[src/rtl/fifo_wr_arbiter.sv]
// Round-robin write-port arbiter: grants one producer at a time a burst of up
// to BURST_LEN beats into a shared fifo, with one arbitration cycle between bursts.
module fifo_wr_arbiter #(
  parameter int NUM_REQ    = 4,
  parameter int DATA_WIDTH = 8,
  parameter int BURST_LEN  = 4
) (
  input  logic                          clk,
  input  logic                          reset,
  input  logic [NUM_REQ-1:0]            req,
  input  logic [NUM_REQ*DATA_WIDTH-1:0] wdata,
  output logic [NUM_REQ-1:0]            ack,
  output logic                          fifo_w_req,
  output logic [DATA_WIDTH-1:0]         fifo_write_data,
  input  logic                          fifo_w_ready,
  input  logic                          fifo_amst_full,
  output logic [NUM_REQ-1:0]            grant,
  output logic                          busy
);

  localparam int IDX_W = $clog2(NUM_REQ);
  localparam int CNT_W = $clog2(BURST_LEN + 1);

  typedef enum logic {IDLE, BURST} state_t;

  state_t             state, state_nxt;
  logic [NUM_REQ-1:0] grant_nxt;
  logic [IDX_W-1:0]   last_ptr, last_ptr_nxt;
  logic [IDX_W-1:0]   gidx, gidx_nxt;
  logic [CNT_W-1:0]   beat_cnt, beat_cnt_nxt;
  logic [IDX_W-1:0]   sel;
  logic               sel_vld;
  logic               beat;

  // Scan from last_ptr+1 upward; iterating downward lets the nearest requester win.
  always_comb begin
    sel     = '0;
    sel_vld = 1'b0;
    for (int i = NUM_REQ; i >= 1; i--) begin
      if (req[(int'(last_ptr) + i) % NUM_REQ]) begin
        sel     = IDX_W'((int'(last_ptr) + i) % NUM_REQ);
        sel_vld = 1'b1;
      end
    end
  end

  assign beat            = (state == BURST) && req[gidx] && fifo_w_ready;
  assign fifo_w_req      = beat;
  assign ack             = beat ? grant : '0;
  assign busy            = (state == BURST);
  assign fifo_write_data = (state == BURST) ? wdata[int'(gidx)*DATA_WIDTH +: DATA_WIDTH] : '0;

  always_comb begin
    state_nxt    = state;
    grant_nxt    = grant;
    last_ptr_nxt = last_ptr;
    gidx_nxt     = gidx;
    beat_cnt_nxt = beat_cnt;
    case (state)
      IDLE: begin
        if (sel_vld && !fifo_amst_full) begin
          state_nxt    = BURST;
          grant_nxt    = NUM_REQ'(1) << sel;
          last_ptr_nxt = sel;
          gidx_nxt     = sel;
          beat_cnt_nxt = '0;
        end
      end
      BURST: begin
        // A dropped request ends the burst; almost-full never interrupts it.
        if (!req[gidx]) begin
          state_nxt    = IDLE;
          grant_nxt    = '0;
          beat_cnt_nxt = '0;
        end else if (beat) begin
          if (beat_cnt == CNT_W'(BURST_LEN - 1)) begin
            state_nxt    = IDLE;
            grant_nxt    = '0;
            beat_cnt_nxt = '0;
          end else begin
            beat_cnt_nxt = beat_cnt + 1'b1;
          end
        end
      end
      default: begin
        state_nxt = IDLE;
        grant_nxt = '0;
      end
    endcase
  end

  always_ff @(posedge clk or posedge reset) begin
    if (reset) begin
      state    <= IDLE;
      grant    <= '0;
      last_ptr <= IDX_W'(NUM_REQ - 1);
      gidx     <= '0;
      beat_cnt <= '0;
    end else begin
      state    <= state_nxt;
      grant    <= grant_nxt;
      last_ptr <= last_ptr_nxt;
      gidx     <= gidx_nxt;
      beat_cnt <= beat_cnt_nxt;
    end
  end

endmodule

[config.mk]
export PLATFORM = sky130hd
export DESIGN_NAME = fifo_wr_arbiter
export DESIGN_NICKNAME = d
export VERILOG_FILES = /design/src/rtl/fifo_wr_arbiter.sv
export SDC_FILE = /design/constraint.sdc
export NUM_CORES = 1
export LEC_CHECK = 0
export CAP_MARGIN = 30
export CORE_MARGIN = 5
export CORE_UTILIZATION = 28
export DETAILED_ROUTE_END_ITERATION = 10
export GPL_TIMING_DRIVEN = 0
export MAX_ROUTING_LAYER = met4
export PLACE_DENSITY_LB_ADDON = 0.05
export SLEW_MARGIN = 10
export SYNTH_ARGS = -nofsm -noshare
export SYNTH_HDL_FRONTEND = slang
export SYNTH_SLANG_ARGS = --single-unit
[constraint.sdc]
create_clock -name clk -period 2.4 [get_ports clk]
set_input_delay 0.48 -clock clk [delete_from_list [all_inputs] [get_ports clk]]
set_output_delay 0.48 -clock clk [all_outputs]
set_load 0.1 [all_outputs]
==> results.ini, run 1 <==
[pwr]
power.internal_mw = 0.916
leakagePower_nw = 0.691
clkPwrFrac = 0.074
finalPower_mw = 2.21
power_switching_mw = 1.30
p_sw_frac = 0.586
seqPwrFrac = 0.166
peakVddDrop_mv = 0.559
p_comb_frac = 0.760
power-per-cell-area_nw_per_um2 = 1380

[detailed_routing]
drc = 0
dr.pass1.iters = 4
vias_per_cell = 4.90
drt_iter0_markers = 31
ant_nets = 0
wl_per_cell_um = 15.4
via_count = 922
wl_mm = 2.89

[timing]
rsz0062_at_grt = no
fmax_ghz = 0.430
clock_skew_ps = 8.75
finalCriticalPeriod_ps = 2320
whs_ps = 497
finalCritPeriodShare = 0.968
slew_viol_final = 0
setup_violations = 0
final-hold-violation-count = 0
slew_headroom = 0.348
tightest_slew_ps = 975

[cells_and_area]
area_growth_pct = 70.0
nets = 184
layout_commonest_cell = clkdlybuf4s50_1
antenna-diode-count = 0
layout_common_cells = clkdlybuf4s50_1 (40), dfrtp_1 (9), buf_2 (9), mux4_1 (8), and2_1 (8)
fillers = 331
drive_above_1_share = 0.282
final_cell_area_sq_um = 1610

[grt]
grt_max_degree = 13
overflow = 0
antenna_found_initial = 0
grt_pass1_vias = 968
grt_pass1_wl_mm = 4.82
track_usage = 0.145

[outcome]
status = finished, final reports clean

[clock_network]
clkTransAtPathRegs_ps = 90
clk_latency_ps = 280
cts_tree = yes
h-tree-depth = 1
clkSinkCount = 12
numCtsBuffers = 3
cts_buffer_depth = 2
cts-root-buf = clkbuf_4

[synth]
synth_cells = 80
async_flop_share = 1.00
synth_edf_count = 0
ys_seq_area_frac = 0.320
ys.flop_type = dfrtp_1
ys_ff_latch = 12
synth_warnings = 0
synth.distinct_cells = 36
syn_area_sq_um = 946
syn_area_per_cell_sq_um = 11.8
syn_nets = 121

[flow_run]
max_cap_viol_count = 0

[critical_path]
critPathTopFamily = multiplexers
crit_type = input pin to output pin
cp.required_ps = 1920
crit_buf_inv = 2
cp_max_fo = 6
rr_worst_depth = 6
crit_path_max_incr_delay_ps = 500
crit_path_cell_trace = clkdlybuf4s15_1 > mux4_2 > and3_2 > and2_4 > buf_6
crit_arrival_ps = 1840
reg2reg_from = gidx[1]
critPathSlowestCell = mux4_2
timing.rr.end = grant[3]
start_kind = input pin
endpoint_kind = output pin
r2r_slack_ps = 620

[placed_design]
place_congestion = 0.742
dp_hpwl_mm = 2.30
placed_area_sq_um = 1590
port_buffers = 57

[floorplanning]
core_sq_um = 3310
start_util = 0.286
dieArea_sq_um = 4640
ioPinCount = 58
rows = 21
die_y_um = 68.1
die_x_um = 68.1

[min_path]
hp-class = input pin to asynchronous set/reset pin

-- worst max path at each step --
stage,startpoint,to,slack [ps],depth (start not counted)
detailed placement,req[3],ack[0],-1110,6
global placement,req[3],ack[2],-1090,6
floorplan,gidx[1],ack[0],130,5
finish,req[2],ack[1],80,5
global route,req[2],ack[1],10,5
CTS,gidx[1],ack[1],50,5
-- per-layer routing --
metal	vias up	GRT usage	routed length, um
met1	444	0.155	1160
met4	0	0.0372	46
met2	29	0.259	1500
met5	-	-	0
met3	6	0.0460	184
li1	443	-	-
-- kinds of logic after synthesis --
group / count (synthesis) / synth area share
simple gates: 31 / 0.202
buf+inv: 6 / 0.0331
fa+ha+maj: 1 / 0.0132
compound gates: 19 / 0.161
mux: 11 / 0.270
flops: 12 / 0.320
-- sequential cells by signal, indices dropped and copies added, names as in the netlist --
register and cells:
beat_cnt 3, busy 1, gidx 2, grant 4, last_ptr 2
-- power groups by stage --
stage	Sequential (mW)	Clock, mW	Combinational (mW)
after global placement	0.367	0	1.72
after global routing	0.383	0.180	1.78
final	0.367	0.165	1.68
after CTS	0.368	0.166	1.70
after detailed placement	0.371	0	1.73
after floorplan	0.623	0	1.07
-- cell usage after synthesis (3+ instances only) --
cell type	n	area share
dfrtp_1	10	0.26
mux4_1	8	0.22
o21a_1	3	0.024
nor2b_1	4	0.026
nor2_1	3	0.012
and2_1	12	0.079
-- layout make-up --
class,count,area (sq um),area share
Clock buffer,4,36.3,0.0226
Sequential cell,12,304,0.189
Buffer,3,22.5,0.0140
Inverter,2,7.51,0.00467
Timing Repair Buffer,59,558,0.347
Tap cell,46,57.6,0.0358
Multi-Input combinational cell,62,622,0.387
-- timing repair --
action	in CTS	in global routing
hold buffers	0	0
gates resized for setup	87	0
buffers inserted	2	0
endpoints found under the setup margin	13	0
-- through the flow --
| step | TNS, ps | setup slack, ps | instances | utilization |
|---|---|---|---|---|
| 6_report | 0 | 76.2 | 188 | 0.486 |
| 5_1_grt | 0 | 13.1 | 188 | 0.486 |
| 4_1_cts | 0 | 53.3 | 188 | 0.486 |
| 3_5_place_dp | -9990 | -1110 | 183 | 0.480 |
| 3_3_place_gp | -9760 | -1090 | 183 | 0.480 |
| 2_1_floorplan | 0 | 132 | 80 | - |
Note: power is estimated with default switching activity, not from simulation.
==> run 2: changes to the inputs <==
--- a/config.mk
+++ b/config.mk
@@ -5,6 +5,7 @@
 export SDC_FILE = /design/constraint.sdc
 export NUM_CORES = 1
 export LEC_CHECK = 0
+export ABC_AREA = 0
 export CAP_MARGIN = 30
 export CORE_MARGIN = 5
 export CORE_UTILIZATION = 28
@@ -12,7 +13,7 @@
 export GPL_TIMING_DRIVEN = 0
 export MAX_ROUTING_LAYER = met4
 export PLACE_DENSITY_LB_ADDON = 0.05
-export SLEW_MARGIN = 10
+export SLEW_MARGIN = 40
 export SYNTH_ARGS = -nofsm -noshare
 export SYNTH_HDL_FRONTEND = slang
 export SYNTH_SLANG_ARGS = --single-unit
==> run 2 against run 1 <==
  * Clock skew down 2.4 ps
  * Worst hold slack worse by 4.6 ps
  * Via count up 0.98%
  * Fmax up 0.38%
  * Power down 1.1%
  * Register-to-register slack worse by 20 ps
==> results.ini, run 2 (same netlist as run 1, synthesis figures left out) <==
[critical_path]
endpoint_kind = output pin  ; unchanged
worstSetupEndpoint = fifo_write_data[4]  ; was ack[1]
rr_worst_depth = 6  ; unchanged
r2r_slack_ps = 600  ; was 620 ps
start_kind = input pin  ; unchanged
timing.rr.end = grant[1]  ; was grant[3]
startpoint = wdata[12]  ; was req[2]
crit_arrival_ps = 1830  ; was 1840 ps
crit_type = input pin to output pin  ; unchanged
cp.required_ps = 1920  ; about the same
reg2reg_from = gidx[1]  ; unchanged
cp_max_fo = 1  ; was 6

[cells_and_area]
layout_commonest_cell = clkdlybuf4s50_1  ; unchanged
top_regs = grant x4, beat_cnt x3  ; unchanged
nets = 184  ; unchanged
top_register = grant  ; unchanged
final_cell_area_sq_um = 1610  ; about the same
largest_register_ffs = 4  ; unchanged
layout.cells.non_filler = 188  ; unchanged
fillers = 341  ; was 331
antenna-diode-count = 0  ; unchanged
layout_common_cells = clkdlybuf4s50_1 (35), buf_2 (14), dfrtp_1 (9), mux4_1 (8), and2_1 (8)  ; was clkdlybuf4s50_1 (40), dfrtp_1 (9), buf_2 (9), mux4_1 (8), and2_1 (8)
area_growth_pct = 70.4  ; was 70.0%
drive_above_1_share = 0.310  ; was 0.282

[timing]
whs_ps = 492  ; was 497 ps
finalSetupTns_ps = 0  ; unchanged
clock_skew_ps = 6.38  ; was 8.75 ps
fmax_ghz = 0.432  ; was 0.430 GHz
layout_setup_ws_ps = 85.0  ; was 76.2 ps
finalCriticalPeriod_ps = 2310  ; was 2320 ps
slew_headroom = 0.642  ; was 0.348
setup_violations = 0  ; unchanged
tightest_slew_ps = 534  ; was 975 ps
rsz0062_at_grt = no  ; unchanged
slew_viol_final = 0  ; unchanged
finalCritPeriodShare = 0.965  ; was 0.968
final-hold-violation-count = 0  ; unchanged

[detailed_routing]
drc = 0  ; unchanged
via_count = 931  ; was 922
wl_per_cell_um = 15.4  ; about the same
dr.pass1.iters = 4  ; unchanged
ant_nets = 0  ; unchanged
wl_mm = 2.90  ; was 2.89 mm
vias_per_cell = 4.95  ; was 4.90
drt_iter0_markers = 23  ; was 31

[floorplanning]
core_sq_um = 3310  ; unchanged
die_x_um = 68.1  ; unchanged
ioPinCount = 58  ; unchanged
die_y_um = 68.1  ; unchanged
rows = 21  ; unchanged
start_util = 0.286  ; unchanged
dieArea_sq_um = 4640  ; unchanged

[grt]
grt_pass1_vias = 971  ; was 968
track_usage = 0.143  ; was 0.145
overflow = 0  ; unchanged
antenna_found_initial = 0  ; unchanged
grt_pass1_wl_mm = 4.72  ; was 4.82 mm
grt_max_degree = 13  ; unchanged

[min_path]
min_delay_path_depth = 1
hp-class = flip-flop to flip-flop  ; was input pin to asynchronous set/reset pin

[pwr]
power.internal_mw = 0.892  ; was 0.916 mW
p_comb_frac = 0.756  ; was 0.760
power_switching_mw = 1.30  ; about the same
seqPwrFrac = 0.168  ; was 0.166
peakVddDrop_mv = 0.659  ; was 0.559 mV
clkPwrFrac = 0.076  ; was 0.074
power-per-cell-area_nw_per_um2 = 1360  ; was 1380 nW/um^2
p_sw_frac = 0.592  ; was 0.586
leakagePower_nw = 0.703  ; was 0.691 nW

[placed_design]
dp_worst_setup_slack_ps = -439  ; was -1110 ps
placed_area_sq_um = 1500  ; was 1590 sq um
place_congestion = 0.742  ; unchanged
port_buffers = 57  ; unchanged
dp_hpwl_mm = 2.31  ; was 2.30 mm
placed_cells = 183  ; unchanged

[clock_network]
numCtsBuffers = 3  ; unchanged
clkSinkCount = 12  ; unchanged
clk_latency_ps = 280  ; about the same
cts_buffer_depth = 2  ; unchanged
clkTransAtPathRegs_ps = 90  ; about the same
h-tree-depth = 1  ; unchanged
cts_hold_buf = 0  ; unchanged
cts-root-buf = clkbuf_4  ; unchanged
cts_tree = yes  ; unchanged

[outcome]
status = finished, final reports clean  ; unchanged

[flow_run]
max_cap_viol_count = 0  ; unchanged

run 2: power groups by stage:
stage	clock, mW	sequential (mW)	combinational (mW)
2_1_floorplan	0	0.623	1.07
3_3_place_gp	0	0.367	1.72
3_5_place_dp	0	0.370	1.62
4_1_cts	0.168	0.369	1.68
5_1_grt	0.183	0.381	1.74
6_report	0.165	0.368	1.65
run 2: cell type report:
| cell class | count | area (sq um) | area share |
|---|---|---|---|
| well taps | 46 | 57.6 | 0.0357 |
| repair buffers | 59 | 558 | 0.346 |
| clock buffers | 4 | 36.3 | 0.0225 |
| multi-input cells | 62 | 626 | 0.388 |
| flip-flops and latches | 12 | 304 | 0.189 |
| plain buffers | 3 | 22.5 | 0.0140 |
| inverters | 2 | 7.51 | 0.00466 |
run 2: what timing repair did:
item                       4_1_cts  5_1_grt
setup endpoints to repair        5        5
buffers inserted                 2        0
pin swaps                        1        0
gates resized for setup         28        0
run 2: worst min path at each step:
stage,slack (ps),start,end
after floorplan,340,reset,beat_cnt[0]
after global placement,470,beat_cnt[2],beat_cnt[2]
after detailed placement,480,beat_cnt[2],beat_cnt[2]
after CTS,500,beat_cnt[2],beat_cnt[2]
after global routing,530,beat_cnt[2],beat_cnt[2]
final,490,beat_cnt[2],beat_cnt[2]
run 2: metrics by stage:
stage                     utilization  power [mW]
after CTS                       0.489        2.21
after global placement          0.480        2.08
after global routing            0.487        2.31
after detailed placement        0.453        1.99
after floorplan                     -        1.70
final                           0.487        2.19
run 2: per-layer routing:
layer | vias up | global-route usage | part of all wire
met4 | 0 | 0.0223 | 0.0028
met2 | 23 | 0.265 | 0.54
li1 | 443 | - | -
met1 | 463 | 0.151 | 0.39
met5 | - | - | 0
met3 | 2 | 0.0443 | 0.061
run 2: worst max-delay path, cell delays in order:
cell	delay, ps
clkdlybuf4s50_1	410
mux4_1	490
and2_1	170
buf_2	290
==> run 3: changes to the inputs <==
--- a/config.mk
+++ b/config.mk
@@ -8,9 +8,8 @@
 export ABC_AREA = 0
 export CAP_MARGIN = 30
 export CORE_MARGIN = 5
-export CORE_UTILIZATION = 28
+export CORE_UTILIZATION = 37
 export DETAILED_ROUTE_END_ITERATION = 10
-export GPL_TIMING_DRIVEN = 0
 export MAX_ROUTING_LAYER = met4
 export PLACE_DENSITY_LB_ADDON = 0.05
 export SLEW_MARGIN = 40
==> run 3 against run 2 <==
  * Register-to-register slack improved by 30 ps
  * Sequential cell count is the same
  * Sequential power grew 16%
  * Sequential share of layout area shrank 1.4 points
  * Critical path type unchanged
  * Global-route usage increased by 3.7 points
  * Utilization increased by 22 points
  * Power increased by 11%
  * Largest power group unchanged
  * Non-clock buffer count increased by 3
  * Clock skew is 4.9 ps higher
==> results.ini, run 3 (same netlist as run 1, synthesis figures left out) <==
[outcome]
status = finished, final reports clean  ; unchanged

[pwr]
peakVddDrop_mv = 1.42  ; was 0.659 mV
power-per-cell-area_nw_per_um2 = 1390  ; was 1360 nW/um^2
leakagePower_nw = 0.751  ; was 0.703 nW

[cells_and_area]
area_growth_pct = 84.5  ; was 70.4%
top_regs = grant x4, beat_cnt x3  ; unchanged
nets = 187  ; was 184
layout_commonest_cell = clkdlybuf4s50_1  ; unchanged
largest_register_ffs = 4  ; unchanged
antenna-diode-count = 0  ; unchanged
final_cell_area_sq_um = 1750  ; was 1610 sq um
drive_above_1_share = 0.317  ; was 0.310
layout_common_cells = clkdlybuf4s50_1 (35), buf_12 (13), buf_4 (13)  ; was clkdlybuf4s50_1 (35), buf_2 (14), dfrtp_1 (9), mux4_1 (8), and2_1 (8)
top_register = grant  ; unchanged

[detailed_routing]
vias_per_cell = 5.50  ; was 4.95
ant_nets = 0  ; unchanged
wl_mm = 2.99  ; was 2.90 mm
drt_iter0_markers = 21  ; was 23
via_count = 963  ; was 931
wl_per_cell_um = 17.1  ; was 15.4 um
dr.pass1.iters = 4  ; unchanged
drc = 0  ; unchanged

[critical_path]
critPathSlowestCell = mux4_2  ; was mux4_1
crit_arrival_ps = 1760  ; was 1830 ps
rr_worst_depth = 5  ; was 6
cp.required_ps = 1920  ; about the same
crit_path_cell_trace = dlygate4sd2_1 > mux4_2 > and3_4 > and2_4 > buf_12  ; was clkdlybuf4s50_1 > mux4_1 > and2_1 > buf_2
crit_buf_inv = 2  ; unchanged
crit_path_max_incr_delay_ps = 490  ; about the same
cp_max_fo = 5  ; was 1
endpoint_kind = output pin  ; unchanged
start_kind = input pin  ; unchanged
critPathTopFamily = multiplexers  ; was buffers and inverters
crit_cells = 5  ; was 4
crit_type = input pin to output pin  ; unchanged

[clock_network]
cts_buffer_depth = 2  ; unchanged
h-tree-depth = 1  ; unchanged
cts_tree = yes  ; unchanged
clk_latency_ps = 280  ; about the same
cts_hold_buf = 0  ; unchanged
clkTransAtPathRegs_ps = 80  ; was 90 ps
cts-root-buf = clkbuf_4  ; unchanged
numCtsBuffers = 3  ; unchanged
clkSinkCount = 12  ; unchanged

[timing]
clock_skew_ps = 11.3  ; was 6.38 ps
final-hold-violation-count = 0  ; unchanged
rsz0062_at_grt = no  ; unchanged
finalSetupTns_ps = 0  ; unchanged
tightest_slew_ps = 535  ; was 534 ps
fmax_ghz = 0.446  ; was 0.432 GHz
finalCritPeriodShare = 0.935  ; was 0.965
setup_violations = 0  ; unchanged
finalCriticalPeriod_ps = 2240  ; was 2310 ps
slew_headroom = 0.641  ; was 0.642
slew_viol_final = 0  ; unchanged

[placed_design]
placed_area_sq_um = 1710  ; was 1500 sq um
dp_hpwl_mm = 2.48  ; was 2.31 mm
port_buffers = 57  ; unchanged
place_congestion = 0.838  ; was 0.742

[grt]
antenna_found_initial = 0  ; unchanged
track_usage = 0.180  ; was 0.143
grt_max_degree = 15  ; was 13
grt_pass1_wl_mm = 4.78  ; was 4.72 mm
overflow = 0  ; unchanged
grt_pass1_vias = 1025  ; was 971

[floorplanning]
rows = 18  ; was 21
start_util = 0.385  ; was 0.286
ioPinCount = 58  ; unchanged
dieArea_sq_um = 3670  ; was 4640 sq um
die_y_um = 60.6  ; was 68.1 um
die_x_um = 60.6  ; was 68.1 um
core_sq_um = 2450  ; was 3310 sq um

[flow_run]
max_cap_viol_count = 0  ; unchanged

[min_path]
hp-class = input pin to asynchronous set/reset pin  ; was flip-flop to flip-flop

==> run 3: report_power, final <==
part	internal (mW)	switching [mW]	leakage, nW
sequential	0.302	0.124	0.149
clock	0.0644	0.0658	0.0150
combinational	0.720	1.15	0.587
==> run 3: layout make-up <==
type | instances | area [sq um]
multi-input combinational | 62 | 626
timing repair buffer | 65 | 743
fill | 183 | 709
tap | 30 | 37.5
sequential | 12 | 305
inverter | 2 | 7.51
clock buffer | 4 | 26.3
==> run 3: final timing paths <==
check | end | slack (ps) | from
worst max-delay path | ack[3] | 160 | req[3]
worst min-delay path | grant[0] | 500 | reset
worst max register to register | grant[1] | 630 | gidx[1]
worst min register to register | beat_cnt[2] | 500 | beat_cnt[2]
max in group asynchronous | last_ptr[1] | 1550 | reset
min in group clk | beat_cnt[2] | 500 | beat_cnt[2]
==> run 3: repair_timing <==
action,in CTS,in global routing
gates resized for setup,5,1
pin swaps,0,0
setup endpoints to repair,5,12
setup buffers,1,0
==> run 3: routing by layer <==
metal / global-route usage / wire length (um) / share of wire
met3: 0.0489 / 189 / 0.063
met1: 0.187 / 1080 / 0.36
met2: 0.334 / 1690 / 0.56
met5: - / 0 / 0
met4: 0.0433 / 36 / 0.012
==> run 3: metrics by stage <==
stage               hold slack, ps  std cells  utilization  total power [mW]  setup WS, ps
global route                   522        175        0.711              2.54          71.5
global placement               476        170        0.697              2.27         -90.1
detailed placement             489        170        0.697              2.29          -114
finish                         497        175        0.711              2.42           155
CTS                            503        175        0.710              2.45         0.356
floorplan                      343         80            -              1.70           132
==> run 3: worst register-to-register path: cells and delay by family (launching register included) <==
family	cells	cell delay, ps
multiplexers	1	530
AO/OA/AOI/OAI	2	420
flip-flops	1	380
buffers and inverters	1	160
AND/OR/NAND/NOR	1	160
